[src/rtl/input_debounce_4.sv]
// -----------------------------------------------------------------------------
// input_debounce_4
//
// Input conditioning stage for the 4-input gate stage. Each of the four raw
// asynchronous inputs passes through a two-flop synchronizer. It is then
// debounced independently: a channel's debounced level changes only after the
// synchronized input has held the new value for STABLE_CYCLES qualified
// samples. A single-cycle rise or fall pulse accompanies each accepted change.
//
// Ports:
//   clk      in   1  clock, rising edge
//   reset_n  in   1  asynchronous active-low reset
//   tick     in   1  sample-qualify strobe (tie high for per-cycle debounce)
//   raw_in   in   4  raw asynchronous inputs, bit i = channel i
//   in0..in3 out  1  debounced levels, channels 0..3
//   rise     out  4  one-cycle pulse when channel i is accepted 0->1
//   fall     out  4  one-cycle pulse when channel i is accepted 1->0
//   busy     out  1  some channel has a change pending (counter nonzero)
// -----------------------------------------------------------------------------
module input_debounce_4 #(
    parameter int STABLE_CYCLES = 8,
    parameter int CNT_W         = $clog2(STABLE_CYCLES)
) (
    input  logic       clk,
    input  logic       reset_n,
    input  logic       tick,
    input  logic [3:0] raw_in,
    output logic       in0,
    output logic       in1,
    output logic       in2,
    output logic       in3,
    output logic [3:0] rise,
    output logic [3:0] fall,
    output logic       busy
);

    // Last count value before a pending change is accepted.
    localparam logic [CNT_W-1:0] CNT_MAX = CNT_W'(STABLE_CYCLES - 1);

    // ------------------------------------------------------------------
    // Two-flop synchronizer; only s2_q feeds the debounce logic.
    // ------------------------------------------------------------------
    logic [3:0] s1_q;
    logic [3:0] s1_d;
    logic [3:0] s2_q;
    logic [3:0] s2_d;

    always_comb begin
        s1_d = raw_in;
        s2_d = s1_q;
    end

    always_ff @(posedge clk or negedge reset_n) begin
        if (!reset_n) begin
            s1_q <= 4'b0000;
            s2_q <= 4'b0000;
        end else begin
            s1_q <= s1_d;
            s2_q <= s2_d;
        end
    end

    // ------------------------------------------------------------------
    // Per-channel debounce
    // ------------------------------------------------------------------
    logic [3:0] db_vec;
    logic [3:0] rise_vec;
    logic [3:0] fall_vec;
    logic [3:0] pending_vec;

    genvar gi;
    generate
        for (gi = 0; gi < 4; gi++) begin : g_ch
            logic [CNT_W-1:0] cnt_q;
            logic [CNT_W-1:0] cnt_d;
            logic             db_q;
            logic             db_d;
            logic             rise_q;
            logic             rise_d;
            logic             fall_q;
            logic             fall_d;

            always_comb begin
                cnt_d  = cnt_q;
                db_d   = db_q;
                rise_d = 1'b0;
                fall_d = 1'b0;
                if (s2_q[gi] == db_q) begin
                    // Input agrees with the output: any partial progress
                    // toward a change is discarded, tick or not.
                    cnt_d = '0;
                end else if (tick) begin
                    if (cnt_q == CNT_MAX) begin
                        db_d   = s2_q[gi];
                        cnt_d  = '0;
                        rise_d = s2_q[gi];
                        fall_d = ~s2_q[gi];
                    end else begin
                        cnt_d = cnt_q + 1'b1;
                    end
                end
            end

            always_ff @(posedge clk or negedge reset_n) begin
                if (!reset_n) begin
                    cnt_q  <= '0;
                    db_q   <= 1'b0;
                    rise_q <= 1'b0;
                    fall_q <= 1'b0;
                end else begin
                    cnt_q  <= cnt_d;
                    db_q   <= db_d;
                    rise_q <= rise_d;
                    fall_q <= fall_d;
                end
            end

            assign db_vec[gi]      = db_q;
            assign rise_vec[gi]    = rise_q;
            assign fall_vec[gi]    = fall_q;
            assign pending_vec[gi] = (cnt_q != '0);
        end
    endgenerate

    // ------------------------------------------------------------------
    // Outputs
    // ------------------------------------------------------------------
    assign in0  = db_vec[0];
    assign in1  = db_vec[1];
    assign in2  = db_vec[2];
    assign in3  = db_vec[3];
    assign rise = rise_vec;
    assign fall = fall_vec;
    assign busy = |pending_vec;

endmodule
[config.mk]
export PLATFORM = sky130hd
export DESIGN_NAME = input_debounce_4
export DESIGN_NICKNAME = d
export VERILOG_FILES = /design/src/rtl/input_debounce_4.sv
export SDC_FILE = /design/constraint.sdc
export NUM_CORES = 1
export LEC_CHECK = 0
export CORE_MARGIN = 3
export CORE_UTILIZATION = 30
export DETAILED_ROUTE_END_ITERATION = 10
export GPL_ROUTABILITY_DRIVEN = 1
export PLACE_DENSITY = 0.48
export SLEW_MARGIN = 20
export SYNTH_ARGS = -nofsm -noshare
export SYNTH_HDL_FRONTEND = slang
export SYNTH_SLANG_ARGS = --single-unit
[constraint.sdc]
create_clock -name clk -period 2 [get_ports clk]
set_clock_uncertainty 0.1 [all_clocks]
set_input_delay 0.2 -clock clk [delete_from_list [all_inputs] [get_ports clk]]
set_output_delay 0.2 -clock clk [all_outputs]
set_load 0.02 [all_outputs]
==> results.cfg <==
[outcome]
status = complete, no violations

[place]
numPortBuffers = 19
gp_congestion = 0.649
dp_hpwl_um = 1540

[sta]
tightest_slew_ns = 0.408
fin_crit_ns = 1.88
rsz0062_at_grt = no
setup-violations-final = 0
hold_slack_ns = 0.220
timing.fmax_mhz = 531
tns_ns = 0
final_max_slew_viol_count = 0
hold_viol = 0
slew_headroom_pct = 72.8
period_share_pct = 94.1

[global_route]
grt_pass1_wl_um = 3800
grt_pass1_vias = 820
gr-total-overflow = 0
track_usage_pct = 9.28
grt_max_degree = 33
antenna_found_initial = 0

[yosys]
synth_top_cell_area_share_pct = 56.2
async_reset_ff_share_pct = 100
synth_area_per_cell_um2 = 12.5
ys_seq_area_share_pct = 56.2
ys_ff_latch = 32
ys.flop_type = dfrtp_1
synthCells = 114
synth_edf_count = 0
netlist_top_cells_count = 32 x dfrtp_1, 12 x ha_1, 9 x buf_4
yosysMostFrequentCell = dfrtp_1
yosysTopAreaCell = dfrtp_1
ys_warn_count = 0
syn_nets = 133
yosysUniqueCellTypes = 17
syn_area_um2 = 1420
synth.area.top_cells = dfrtp_1 56%, ha_1 11%, mux2i_1 4.9%, buf_4 4.7%, nor3b_1 4.2%

[die]
rows = 24
io-pin-count = 20
start_util_pct = 31.8
coreArea_um2 = 4470
die_w_um = 74.9
dieArea_um2 = 5610
fp.dieH_um = 74.9

[clock_network]
clock_path_buffers = 2
clk_latency_ns = 0.28
root_buffer = clkbuf_8
cts_tree = yes
cts_sinks = 32
htreeDepth = 2
cts_buffers = 5
clk_pin_slew_worst_paths_ns = 0.07

[cells_and_area]
utilization_pct = 38.5
syn_to_final_growth_pct = 20.8
finalNetCount = 152
drive_gt1_share_pct = 11.2
n_fill_cell = 425
antenna-diode-count = 0

[routing]
top_layer_used = met4
via_count = 802
wl_per_cell_um = 11.6
drt-met1-wl_um = 996
met3_length_um = 101
routed_wl_um = 2160
viasPerCell = 4.31
drt_iter0_drc = 102
dr_wl_met2_um = 1020
ant_nets = 0
first_pass_iters = 3
drc = 0

[worst_setup_path]
path_buf_inv = 2
cp.arrival_ns = 1.58
cp_max_fo = 4
cpPeakStageDelay_ns = 0.41
cp-start-kind = register
crit_family = flip-flops
slowest_stage = dfrtp_1
critPathKind = reg -> out
path_cells = inv_1, ha_1, nor4bb_1, nand4_1, dlygate4sd2_1
required_ns = 1.70
reg2reg_depth = 4
setup.worst_path.end_class = primary output
cp_num_cells = 5
ff2ff_setup_slack_ns = 0.50

[flow_run]
cap_violations = 0

[worst_hold_path]
hp-class = in -> async

[power]
ir_drop_mv = 0.371
power_mw = 1.29
leakage_nw = 0.814
power.density_nw_per_um2 = 748
-- layout by cell type, fill, tap and decap left out --
cell type         n
nand2_1           4
or3b_1            4
buf_4             3
ha_1             12
xnor2_1           4
nand2b_1          5
mux2i_1           7
nor4bb_1          1
dlygate4sd2_1     1
clkinv_2          2
a21oi_1           5
nor3b_1           8
nand3b_1          1
clkbuf_8          6
nor2_1            8
inv_1             8
nand4_1           1
dfrtp_1          32
clkdlybuf4s50_1  18
mux2_2            4
-- final timing paths --
kind	startpoint	end
hold / removal	reset_n	s1_q[1]
min in group clk	s1_q[2]	s2_q[2]
hold reg to reg	s1_q[2]	s2_q[2]
setup / recovery	g_ch[3].cnt_q[0]	busy
setup reg to reg	g_ch[3].cnt_q[0]	in3
max in group asynchronous	reset_n	g_ch[0].fall_q
-- area by class of cell --
type,instances,area [um^2],area share (%)
Inverter,8,30.0,1.75
Clock buffer,6,82.6,4.80
Timing Repair Buffer,22,211,12.3
Clock inverter,2,10.0,0.582
Sequential cell,32,801,46.5
Multi-Input combinational cell,64,520,30.3
Tap cell,52,65.1,3.78
-- kinds of logic (layout without fill, tap and decap cells) --
group | Yosys count | in the layout | synth area share (%)
and+or+nand+nor | 32 | 32 | 13.7
xor gates and xnor gates | 4 | 4 | 2.46
DFF | 32 | 32 | 56.2
muxes | 11 | 11 | 8.08
AOI/OAI and AO/OA | 5 | 5 | 1.76
adders and majority gates | 12 | 12 | 10.5
buffers and inverters | 18 | 38 | 7.21
-- sequential cells by signal (all words and copies together), names as in the netlist --
signal and flops:
in2 1, g_ch.fall_q 4, in3 1, g_ch.rise_q 4
in1 1, g_ch.cnt_q 12, in0 1, s2_q 4
s1_q 4
-- metal layers --
layer | vias up | track usage, %
met1 | 383 | 11.6
met2 | 11 | 13.3
met4 | 0 | 5.34
met3 | 5 | 4.01
met5 | - | 0
li1 | 403 | -
-- stage by stage --
stage | cell area [um^2] | cells | worst slack (ns)
global route | 1720 | 186 | 0.0366
finish | 1720 | 186 | 0.118
detailed placement | 1630 | 178 | 0.187
global placement | 1630 | 178 | 0.201
floorplan | 1420 | 114 | 0.600
CTS | 1720 | 186 | 0.0928
-- where the power goes --
group / switching (mW) / internal (mW)
Clock: 0.227 / 0.274
Sequential: 0.0170 / 0.668
Combinational: 0.0510 / 0.0501
-- repair_timing --
action | in CTS | in global routing
endpoints found under the setup margin | 1 | 0
setup buffers | 0 | 0
hold buffers | 0 | 0
resized for setup | 1 | 0
(Power assumes the default switching activity.)
